File: src/rtl/nn_sched_pkg.sv
// Shared constants for the NN scheduler: state encodings, default sizing, stats width.
// Latency: n/a (declarations only).
// Backpressure: n/a.
package nn_sched_pkg;

  localparam logic [1:0] S_IDLE = 2'd0;
  localparam logic [1:0] S_RUN  = 2'd1;
  localparam logic [1:0] S_RESP = 2'd2;

  localparam int DEF_DATAWIDTH  = 32;
  localparam int DEF_NN_LATENCY = 12;
  localparam int STAT_W         = 16;

  // Increment that sticks at all-ones instead of wrapping.
  function automatic logic [STAT_W-1:0] sat_inc(input logic [STAT_W-1:0] v);
    return (v == {STAT_W{1'b1}}) ? v : v + 1'b1;
  endfunction

endpackage

File: src/rtl/nn_rr_arb2.sv
// Two-way round-robin arbiter; the last_grant register remembers the previous winner.
// Latency: grant is combinational from req; last_grant updates on the advance edge.
// Backpressure: none; the caller asserts advance only when a grant is consumed.
module nn_rr_arb2 (
  input  logic       clk,
  input  logic       resetn,
  input  logic [1:0] req,
  input  logic       advance,
  output logic [1:0] grant
);

  // 1 after reset so requester 0 wins the first contested grant.
  logic last_grant;

  // Single requester wins outright; on contention the one not served last wins.
  always_comb begin
    grant = 2'b00;
    case (req)
      2'b01:   grant = 2'b01;
      2'b10:   grant = 2'b10;
      2'b11:   grant = last_grant ? 2'b01 : 2'b10;
      default: grant = 2'b00;
    endcase
  end

  // Remember the winner each time a grant is actually taken.
  always_ff @(posedge clk or negedge resetn) begin
    if (!resetn)      last_grant <= 1'b1;
    else if (advance) last_grant <= grant[1];
  end

endmodule

File: src/rtl/nn_sched.sv
// Shares one NN datapath between two valid/ready requesters, round-robin, one op in flight.
// Latency: resp_valid rises NN_LATENCY edges after the accepting edge; at least one IDLE cycle between ops.
// Backpressure: resp_ready low holds RESP indefinitely, and no requester is ready meanwhile.
// Optional: define NN_SCHED_STATS_EN to add saturating done_cnt / ovf_cnt outputs.
module nn_sched
  import nn_sched_pkg::*;
#(
  parameter int DATAWIDTH  = DEF_DATAWIDTH,
  parameter int NN_LATENCY = DEF_NN_LATENCY   // legal range 1..255
) (
  input  logic                 clk,
  input  logic                 resetn,
  input  logic                 req0_valid,
  output logic                 req0_ready,
  input  logic [DATAWIDTH-1:0] req0_in1,
  input  logic [DATAWIDTH-1:0] req0_in2,
  input  logic                 req1_valid,
  output logic                 req1_ready,
  input  logic [DATAWIDTH-1:0] req1_in1,
  input  logic [DATAWIDTH-1:0] req1_in2,
  output logic                 resp_valid,
  input  logic                 resp_ready,
  output logic                 resp_id,
  output logic [DATAWIDTH-1:0] resp_data,
  output logic                 resp_ovf,
  output logic                 resp_zero,
  output logic                 nn_enable,
  output logic [DATAWIDTH-1:0] nn_input_1,
  output logic [DATAWIDTH-1:0] nn_input_2,
  input  logic [DATAWIDTH-1:0] nn_final_output,
  input  logic                 nn_total_ovf,
  input  logic                 nn_total_zero,
  output logic                 busy
`ifdef NN_SCHED_STATS_EN
  ,
  output logic [STAT_W-1:0]    done_cnt,
  output logic [STAT_W-1:0]    ovf_cnt
`endif
);

  logic [1:0] state;
  logic [7:0] cnt;
  logic [1:0] grant;
  logic       idle;
  logic       accept;
  logic       resp_hs;

  assign idle    = (state == S_IDLE);
  // Reset gating keeps ready low while resetn is asserted, even with a valid pending.
  assign req0_ready = resetn & idle & grant[0] & req0_valid;
  assign req1_ready = resetn & idle & grant[1] & req1_valid;
  assign accept     = req0_ready | req1_ready;
  assign resp_hs    = resp_valid & resp_ready;

  assign nn_enable  = (state == S_RUN);
  assign resp_valid = (state == S_RESP);
  assign busy       = (state != S_IDLE);

  nn_rr_arb2 u_arb (
    .clk     (clk),
    .resetn  (resetn),
    .req     ({req1_valid, req0_valid}),
    .advance (accept),
    .grant   (grant)
  );

  // Control FSM: accept and latch operands, count down the NN latency, capture, wait for handshake.
  always_ff @(posedge clk or negedge resetn) begin
    if (!resetn) begin
      state      <= S_IDLE;
      cnt        <= 8'd0;
      resp_id    <= 1'b0;
      resp_data  <= '0;
      resp_ovf   <= 1'b0;
      resp_zero  <= 1'b0;
      nn_input_1 <= '0;
      nn_input_2 <= '0;
    end else begin
      case (state)
        S_IDLE: begin
          if (accept) begin
            nn_input_1 <= grant[1] ? req1_in1 : req0_in1;
            nn_input_2 <= grant[1] ? req1_in2 : req0_in2;
            resp_id    <= grant[1];
            cnt        <= 8'(NN_LATENCY);
            state      <= S_RUN;
          end
        end
        S_RUN: begin
          cnt <= cnt - 8'd1;
          if (cnt == 8'd1) begin
            resp_data <= nn_final_output;
            resp_ovf  <= nn_total_ovf;
            resp_zero <= nn_total_zero;
            state     <= S_RESP;
          end
        end
        S_RESP: begin
          if (resp_ready) state <= S_IDLE;
        end
        default: state <= S_IDLE;
      endcase
    end
  end

`ifdef NN_SCHED_STATS_EN
  // Completed-response statistics, saturating rather than wrapping.
  always_ff @(posedge clk or negedge resetn) begin
    if (!resetn) begin
      done_cnt <= '0;
      ovf_cnt  <= '0;
    end else if (resp_hs) begin
      done_cnt <= sat_inc(done_cnt);
      if (resp_ovf) ovf_cnt <= sat_inc(ovf_cnt);
    end
  end
`endif

endmodule

File: config.mk
export PLATFORM = sky130hd
export DESIGN_NAME = nn_sched
export DESIGN_NICKNAME = d
export VERILOG_FILES = /design/src/rtl/nn_sched_pkg.sv /design/src/rtl/nn_rr_arb2.sv /design/src/rtl/nn_sched.sv
export SDC_FILE = /design/constraint.sdc
export NUM_CORES = 1
export LEC_CHECK = 0
export CORE_MARGIN = 5
export CORE_UTILIZATION = 40
export CTS_BUF_LIST = sky130_fd_sc_hd__clkbuf_4
export CTS_CLUSTER_DIAMETER = 60
export DETAILED_ROUTE_END_ITERATION = 12
export PLACE_DENSITY = 0.83
export SLEW_MARGIN = 20
export SYNTH_ARGS = -nofsm -noshare
export SYNTH_HDL_FRONTEND = slang
export SYNTH_SLANG_ARGS = --single-unit
File: constraint.sdc
create_clock -name clk -period 2.8 [get_ports clk]
set_input_delay 0.42 -clock clk [delete_from_list [all_inputs] [get_ports clk]]
set_output_delay 0.42 -clock clk [all_outputs]
set_load 0.01 [all_outputs]
==> metrics.txt <==
status finished, final reports clean; htree depth 3; Syn Nets 577; Reg clk slew, reported paths 0.15 ns; TNS Setup 0 ns; # nets final 841; Final Hold Fails 0; combinational share of power 50.6%; Detail Route Antenna Nets 0; number of buffers added on ports 270; hold-fix buffers at CTS 0; ys flop type dfrtp_1; Final Util 65.59%; Pint 4.642 mW; sequential cell area 2754 um2; Async SR Flop Fraction 100.0%; skew final 0.01316 ns; clk buf depth 2; yosys warns 0; post-synth top area cell dfrtp_1; Total Routing Usage GR 19.14%; # resized after CTS 0; Root Buffer Master clkbuf_4; # clock sinks 110; IO Count 271; critical path class reg2out; vias in the first global route 4300; most frequent cell after synthesis dfrtp_1; Synth cell types 35; Mapped Area 4892 um2; period utilisation layout 89.20%; largest net degree at the start of global routing 67; VDD IR max 0.0003977 V; P&R area growth vs syn 61.05%; routed length per instance 16.82 um; share of layout cells above drive strength 1 9.481%; MaxCap Viol Count 0; Area contributors post-synth dfrtp_1 56%, mux2i_1 13%, mux2_4 8.9%; TritonCTS buffer count 9; Tmin final 2.498 ns; initial antenna violation count 0; flops & latches, synth 110; synthesized instance count 408; Worst Tran Pin Value 0.8399 ns; register area share after synthesis 56.29%; vias per cell 4.955; Worst setup SP type register; EDFF count, synth 0; Worst Hold Class in2async; Switching Share 33.35%; Max transition margin 44.00%; CP max FO 7; CORE AREA 12010 um2; WP data required 2.38 ns; Initial Util 40.73%; drt drc 0; final setup margin 0.3024 ns; NetSw 2.323 mW; routed wire length 13840 um; Placer Congestion 0.7435; sequential power share 40.1%; crit path capture type output port; Synth top cells by count 109 x dfrtp_1, 69 x nand2_1, 69 x o21ai_0; total congestion overflow 0; max frequency 0.4004 GHz; multi-input gate area in the final layout 2018 um2; vias post-DR 4078; HPWL after DPL 10930 um; crit path DAT 2.08 ns; # setup viols final 0; Iter 0 DRT Violations 191; Die Span X 120.6 um; RSZ-0062 raised after global routing no; first-pass GRT wire length 21800 um; filler instances 921; Clk pwr share 9.3%; P per Cell Area 884.0 nW/um2; share of the synthesized area in the top cell type 55.75%; DIE HEIGHT 120.6 um; CTS tree yes; Rows 40; 1st-pass router iterations 4; Leak 3.499 nW; DIE AREA 14540 um2; latest clock arrival within the worst-skew pair 0.45 ns; post-synthesis area per instance 11.99 um2; Slew Limit Fails 0; Setup WS pre-CTS 0.3907 ns; Post-CTS Setup Repair Bufs 0
final cells by class:
class,count,share of cell area [%]
timing repair buffer,278,35.67
sequential,110,34.95
multi-input combinational,268,25.62
tap,147,2.334
clock buffer,10,0.9528
inverter,5,0.2382
clock inverter,4,0.2064
antenna,1,0.03176
worst max-delay path, stage by stage (launching register included):
cell             delay, ns
dfrtp_1               0.44
nor3b_2               0.21
buf_4                 0.18
nand2_1               0.06
a21oi_1               0.17
clkdlybuf4s50_1       0.57
through the flow:
stage	power, mW	hold WS, ns	instances	instance area, um2
2_1_floorplan	4.296	0.1244	408	4892
3_3_place_gp	6.278	0.4615	808	7785
3_5_place_dp	6.410	0.4689	808	7785
4_1_cts	7.079	0.1304	822	7876
5_1_grt	7.468	0.1602	822	7876
6_report	6.965	0.1332	823	7879
logic make-up after synthesis:
group / count (synthesis) / synth area share (%)
simple gates: 85 / 8.031
flops: 110 / 56.29
fa+ha+maj: 2 / 0.5114
buf+inv: 30 / 2.915
compound gates: 81 / 8.670
mux: 100 / 23.58
sequential cells by signal (all words and copies together) (netlist names):
register and count:
nn_input_1 32, nn_input_2 32, resp_data 32, cnt 8
state 2, resp_id 1, resp_ovf 1, resp_zero 1
u_arb.last_grant 1
placed cells by master (no fill, tap or decap), types with 4 or more instances in the layout:
cell type          n
nand2_1           69
clkbuf_4          10
mux2_4            29
mux2_2             6
dfrtp_1          109
clkdlybuf4s50_1  269
inv_1              5
o21ai_0           69
buf_4              5
mux2i_1           65
a21oi_1            4
buf_12             4
final timing paths:
path,startpoint,end,slack (ns),depth (start not counted)
worst max register to register,cnt[4],resp_data[7],0.54,4
max in group asynchronous,resetn,nn_input_2[8],1.55,3
worst min register to register,nn_input_1[6],nn_input_1[6],0.49,2
min in group clk,nn_input_1[6],nn_input_1[6],0.49,2
worst max-delay path,state[0],req0_ready,0.30,5
worst min-delay path,resetn,resp_data[22],0.13,2
metal layers:
metal / track usage (%) / wire length [um] / part of all wire (%)
met5: 0 / 0 / 0
met4: 7.790 / 348 / 2.5
met3: 7.484 / 1247 / 9.0
met2: 32.87 / 7068 / 51
met1: 21.21 / 5178 / 37
power groups by stage:
stage / sequential, mW / clock (mW) / combinational, mW
global placement: 2.78 / 0 / 3.49
global route: 2.91 / 0.748 / 3.82
finish: 2.79 / 0.644 / 3.53
CTS: 2.80 / 0.683 / 3.59
detailed placement: 2.83 / 0 / 3.58
floorplan: 3.11 / 0 / 1.18
(Power assumes the default switching activity.)
